File: src/rtl/wb_port_arbiter.sv
// Register-file write-port arbiter: W stage owns the port, long-latency results wait in a small FIFO.
// Optional macro WB_ARB_BYPASS_EN lets an lu write use a free port in its acceptance cycle.
module wb_port_arbiter #(
  parameter int DEPTH        = 2,
  parameter int STARVE_LIMIT = 8
) (
  input  logic        clk,
  input  logic        rst,
  input  logic        RegWriteW,
  input  logic [4:0]  WriteRegW,
  input  logic [31:0] ResultW,
  input  logic        lu_valid,
  input  logic [4:0]  lu_reg,
  input  logic [31:0] lu_data,
  output logic        lu_ready,
  input  logic [4:0]  RsD,
  input  logic [4:0]  RtD,
  output logic        pend_rs,
  output logic        pend_rt,
  output logic        WE3,
  output logic [4:0]  A3,
  output logic [31:0] WD3,
  output logic        stall_req
);

  localparam int CW = $clog2(DEPTH + 1);

  logic [CW-1:0]    r_cnt;
  logic [CW-1:0]    w_cnt_n;
  logic [CW-1:0]    w_tail;
  logic [DEPTH-1:0] r_vld;
  logic [DEPTH-1:0] w_vld_n;
  logic [4:0]       r_reg   [DEPTH];
  logic [4:0]       w_reg_n [DEPTH];
  logic [31:0]      r_dat   [DEPTH];
  logic [31:0]      w_dat_n [DEPTH];
  logic [7:0]       r_age;
  logic [7:0]       w_age_n;
  logic             r_stall;

  logic w_wact;
  logic w_empty;
  logic w_full;
  logic w_head_vld;
  logic w_acc;
  logic w_byp;
  logic w_push;
  logic w_pop;
  logic w_wr_head;

  assign w_wact     = RegWriteW && (WriteRegW != 5'd0);
  assign w_empty    = (r_cnt == '0);
  assign w_full     = (r_cnt == CW'(DEPTH));
  assign w_head_vld = !w_empty && r_vld[0];

  assign lu_ready   = rst && !w_full;
  assign w_acc      = lu_valid && lu_ready;

`ifdef WB_ARB_BYPASS_EN
  assign w_byp      = w_acc && (lu_reg != 5'd0) && w_empty && !w_wact;
`else
  assign w_byp      = 1'b0;
`endif

  assign w_push     = w_acc && (lu_reg != 5'd0) && !w_byp;
  // An invalidated head needs no port slot, so it drains even while W is writing.
  assign w_pop      = !w_empty && (!w_wact || !r_vld[0]);
  assign w_wr_head  = w_head_vld && !w_wact;
  assign w_tail     = r_cnt - CW'(w_pop);

  always_comb begin
    WE3 = 1'b0;
    A3  = '0;
    WD3 = '0;
    if (rst) begin
      if (w_wact) begin
        WE3 = 1'b1;
        A3  = WriteRegW;
        WD3 = ResultW;
      end else if (w_byp) begin
        WE3 = 1'b1;
        A3  = lu_reg;
        WD3 = lu_data;
      end else if (w_wr_head) begin
        WE3 = 1'b1;
        A3  = r_reg[0];
        WD3 = r_dat[0];
      end
    end
  end

  always_comb begin
    pend_rs = 1'b0;
    pend_rt = 1'b0;
    for (int unsigned i = 0; i < DEPTH; i++) begin
      if (r_vld[i] && (r_reg[i] == RsD)) pend_rs = 1'b1;
      if (r_vld[i] && (r_reg[i] == RtD)) pend_rt = 1'b1;
    end
    if (!rst || (RsD == 5'd0)) pend_rs = 1'b0;
    if (!rst || (RtD == 5'd0)) pend_rt = 1'b0;
  end

  // Order: invalidate against W, shift out the head, then append at the post-pop tail.
  always_comb begin
    w_vld_n = r_vld;
    w_reg_n = r_reg;
    w_dat_n = r_dat;
    if (w_wact) begin
      for (int unsigned i = 0; i < DEPTH; i++) begin
        if (r_reg[i] == WriteRegW) w_vld_n[i] = 1'b0;
      end
    end
    if (w_pop) begin
      for (int unsigned i = 0; i + 1 < DEPTH; i++) begin
        w_vld_n[i] = w_vld_n[i+1];
        w_reg_n[i] = r_reg[i+1];
        w_dat_n[i] = r_dat[i+1];
      end
      w_vld_n[DEPTH-1] = 1'b0;
    end
    if (w_push) begin
      for (int unsigned i = 0; i < DEPTH; i++) begin
        if (CW'(i) == w_tail) begin
          w_vld_n[i] = 1'b1;
          w_reg_n[i] = lu_reg;
          w_dat_n[i] = lu_data;
        end
      end
    end
    w_cnt_n = r_cnt + CW'(w_push) - CW'(w_pop);
  end

  always_comb begin
    w_age_n = r_age;
    if (w_pop) begin
      w_age_n = '0;
    end else if (w_head_vld && (r_age != 8'(STARVE_LIMIT))) begin
      w_age_n = r_age + 8'd1;
    end
  end

  always_ff @(posedge clk or negedge rst) begin
    if (!rst) begin
      r_cnt   <= '0;
      r_vld   <= '0;
      r_age   <= '0;
      r_stall <= 1'b0;
      for (int unsigned i = 0; i < DEPTH; i++) begin
        r_reg[i] <= '0;
        r_dat[i] <= '0;
      end
    end else begin
      r_cnt   <= w_cnt_n;
      r_vld   <= w_vld_n;
      r_reg   <= w_reg_n;
      r_dat   <= w_dat_n;
      r_age   <= w_age_n;
      r_stall <= w_full || (r_age == 8'(STARVE_LIMIT));
    end
  end

  assign stall_req = r_stall;

endmodule

File: config.mk
export PLATFORM = sky130hd
export DESIGN_NAME = wb_port_arbiter
export DESIGN_NICKNAME = d
export VERILOG_FILES = /design/src/rtl/wb_port_arbiter.sv
export SDC_FILE = /design/constraint.sdc
export NUM_CORES = 1
export LEC_CHECK = 0
export BUFFER_PORTS_ARGS = -buffer_cell sky130_fd_sc_hd__buf_4
export CAP_MARGIN = 20
export CELL_PAD_IN_SITES_DETAIL_PLACEMENT = 0
export CELL_PAD_IN_SITES_GLOBAL_PLACEMENT = 2
export CORE_ASPECT_RATIO = 0.5
export CORE_MARGIN = 4
export CORE_UTILIZATION = 34
export DETAILED_ROUTE_END_ITERATION = 10
export GPL_TIMING_DRIVEN = 0
export PLACE_DENSITY = 0.91
export SYNTH_ARGS = -nofsm -noshare
export SYNTH_HDL_FRONTEND = slang
export SYNTH_SLANG_ARGS = --single-unit
export TNS_END_PERCENT = 30
File: constraint.sdc
create_clock -name clk -period 3.9 [get_ports clk]
set_input_delay 0.195 -clock clk [delete_from_list [all_inputs] [get_ports clk]]
set_output_delay 0.195 -clock clk [all_outputs]
set_load 0.005 [all_outputs]
==> flow_metrics.tcl <==
set metrics [dict create \
    hpwl_um 10500 \
    cts_buffers 9 \
    synth_top_family_by_area "compound AO/OA/AOI/OAI gates" \
    worstPathRequired_ps 3700 \
    hold_viol_final 0 \
    port_buffers 129 \
    cp_slowest_cell "dfrtp_1" \
    tritoncts "yes" \
    rsz0062_at_grt "no" \
    ys_ff_latch 87 \
    yosysWarnings 0 \
    slew_headroom 0.626 \
    nFillCells 1358 \
    die_width_um 179 \
    setup-violations-final 0 \
    synth_compound_area_frac 0.182 \
    drv_slew 0 \
    grt_pass1_wl_um 23200 \
    antenna_cells 0 \
    worst_pin_slew_ps 561 \
    critical_path_class "flop to output port" \
    crit_path_start_kind "flop" \
    outcome "completed" \
    core_area_mm2 0.0139 \
    antenna_left 0 \
    fmaxAchievable_mhz 356 \
    cts_root_buffer "clkbuf_16" \
    drt_pass1_iterations 4 \
    drive_gt1_frac 0.340 \
    initial_core_util 0.357 \
    async_flop_share 1.00 \
    placed_area_mm2 0.00621 \
    die_y_um 93.5 \
    pin_count 130 \
    vias_per_cell 4.91 \
    path_buf_inv 3 \
    synth_cell_types 43 \
    timing.setup.tns_ps 0 \
    synth_fa_ha_area_frac 0.0101 \
    via_count 4293 \
    ys_seq_area_frac 0.438 \
    power.total_w 0.00392 \
    synthMuxAreaShare 0.0815 \
    holdCritPathClass "primary input to flop" \
    grt-ovfl-total 0 \
    gp_congestion 0.824 \
    vdd_drop_max_v 0.000265 \
    routed_wl_um 14200 \
    antenna_found_initial 0 \
    largest_reg_flops 64 \
    critPathArrivalTime_ps 2610 \
    insertion_delay_ps 340 \
    synthSimpleGateAreaFrac 0.170 \
    period_needed_ps 2810 \
    syn_nets 627 \
    die_area_mm2 0.0167 \
    grt_max_degree 64 \
    cts_buffer_depth 2 \
    syn_to_final_growth_pct 31.1 \
    nets 769 \
    cpMostUsedCell "clkbuf_1" \
    synthTopCellsByArea "dfrtp_1 44%, mux2_2 7.2%, nand2_1 5.8%, a21boi_0 5.4%, a21oi_2 5.3%" \
    num_rows 30 \
    synth_top_area_frac 0.438 \
    synth_top_area_cell "dfrtp_1" \
    grt_pass1_vias 4421 \
    first_iter_violations 231 \
    syn_area_mm2 0.00497 \
    synth_edf_count 0 \
    finalInstanceArea_mm2 0.00652 \
    clk_pin_slew_ps 60 \
    max_cap_violations 0 \
    fin_crit_sh 0.720 \
    crit_family "buffers and inverters" \
    postSynthAreaPerCell_um2 9.30 \
    drc 0 \
    synth-xor-area-share 0.0687 \
    htreeDepth 3 \
    slowest_delay_ps 570 \
    wl_per_cell_um 16.3 \
    cp-end-kind "output port" \
    crit_chain "nor2b_1, clkbuf_1, clkbuf_1, nand3_1, a21boi_0, buf_4" \
    whs_ps 85.1 \
    cts_resized 0 \
    p_per_area_mw_per_mm2 601 \
    cp_max_fo 10 \
    fin_skew_ps 4.27 \
    grt_use_total 0.175 \
    cts_sinks 87 \
    ys.flop_type "dfrtp_1" \
    leakagePower_nw 2.96 \
    synthCells 535 \
]
[through the flow]
| step | setup slack, ps | cells | util |
|---|---|---|---|
| floorplan | 1660 | 535 | - |
| global placement | 1050 | 856 | 0.444 |
| detailed placement | 1310 | 857 | 0.446 |
| CTS | 1080 | 874 | 0.468 |
| global route | 877 | 874 | 0.468 |
| finish | 1090 | 874 | 0.468 |
[where the power goes]
part / internal [W] / leakage, nW / switching [W]
Sequential: 0.00126 / 1.13 / 0.000234
Combinational: 0.000718 / 1.69 / 0.000837
Clock: 0.000513 / 0.138 / 0.000357
Total: 0.00249 / 2.96 / 0.00143
[worst register-to-register path, cell delays in order, from the launching register on]
cell and delay (ps):
dfrtp_1 460, nor2_1 230, a21o_1 170, inv_2 50, buf_6 150, buf_4 180
ha_1 280, inv_1 40, ha_1 180, xnor2_1 170, xnor2_1 140
[path summary, 6_finish.rpt]
path / startpoint / to / slack [ps] / depth (start not counted)
max: r_vld[0] / WD3[22] / 1090 / 6
min: lu_data[29] / r_dat[29] / 90 / 2
max reg2reg: r_cnt[0] / r_cnt[1] / 1790 / 10
min reg2reg: r_dat[8] / r_dat[8] / 500 / 1
max in group asynchronous: rst / r_age[3] / 2910 / 3
min in group asynchronous: rst / r_dat[18] / 340 / 2
[synthesized netlist by cell type, types with 2 or more instances]
cell / instances
or4_1: 3
a21oi_1: 46
nand3_1: 45
mux2_1: 4
a21oi_2: 30
o21ai_1: 2
nand2_1: 77
ha_1: 4
nor4_1: 5
a31oi_1: 2
buf_4: 5
nor2b_1: 3
nand4_1: 3
a21boi_0: 36
buf_2: 11
mux2_2: 32
buf_6: 2
inv_1: 4
clkbuf_1: 22
dfrtp_1: 87
nor2_1: 48
xor2_1: 26
a32oi_1: 2
o21ai_0: 5
xnor2_1: 13
[kinds of logic after synthesis]
group | count (synthesis)
buffers and inverters | 47
flip-flops | 87
multiplexers | 36
AO/OA/AOI/OAI | 130
XOR/XNOR | 39
AND/OR/NAND/NOR | 192
adder cells (fa/ha/maj) | 4
[layer usage]
metal / up-vias / routed length [um] / GRT usage
li1: 2119 / - / -
met1: 2072 / 6790 / 0.249
met2: 91 / 6470 / 0.268
met3: 11 / 820 / 0.0388
met4: 0 / 138 / 0.0434
met5: - / 0 / 0
[timing repair]
action | in CTS | in global routing
hold buffers | 1 | 0
buffers inserted | 0 | 0
hold endpoints to repair | 29 | 0
[layout by cell type, fill, tap and decap left out, types with 2 or more instances in the layout]
cell,instances
a21boi_0,36
a21oi_1,46
a21oi_2,30
a31oi_1,2
a32oi_1,2
buf_2,11
buf_4,134
buf_6,2
clkbuf_1,23
clkbuf_16,9
clkinvlp_4,3
dfrtp_1,87
ha_1,4
inv_1,4
mux2_1,4
mux2_2,32
nand2_1,77
nand3_1,45
nand4_1,3
nor2_1,48
nor2b_1,3
nor4_1,5
o21ai_0,5
o21ai_1,2
or4_1,3
xnor2_1,13
xor2_1,26
[final cells by class]
class,instances,area (um2),share of cell area
Multi-Input combinational cell,401,2550,0.390
Inverter,5,18.8,0.00288
Timing Repair Buffer,131,1010,0.154
Tap cell,192,240,0.0368
Buffer,42,233,0.0357
Sequential cell,87,2180,0.334
Clock inverter,5,57.6,0.00883
Clock buffer,11,243,0.0372
Power figures use the tool's default switching activity.
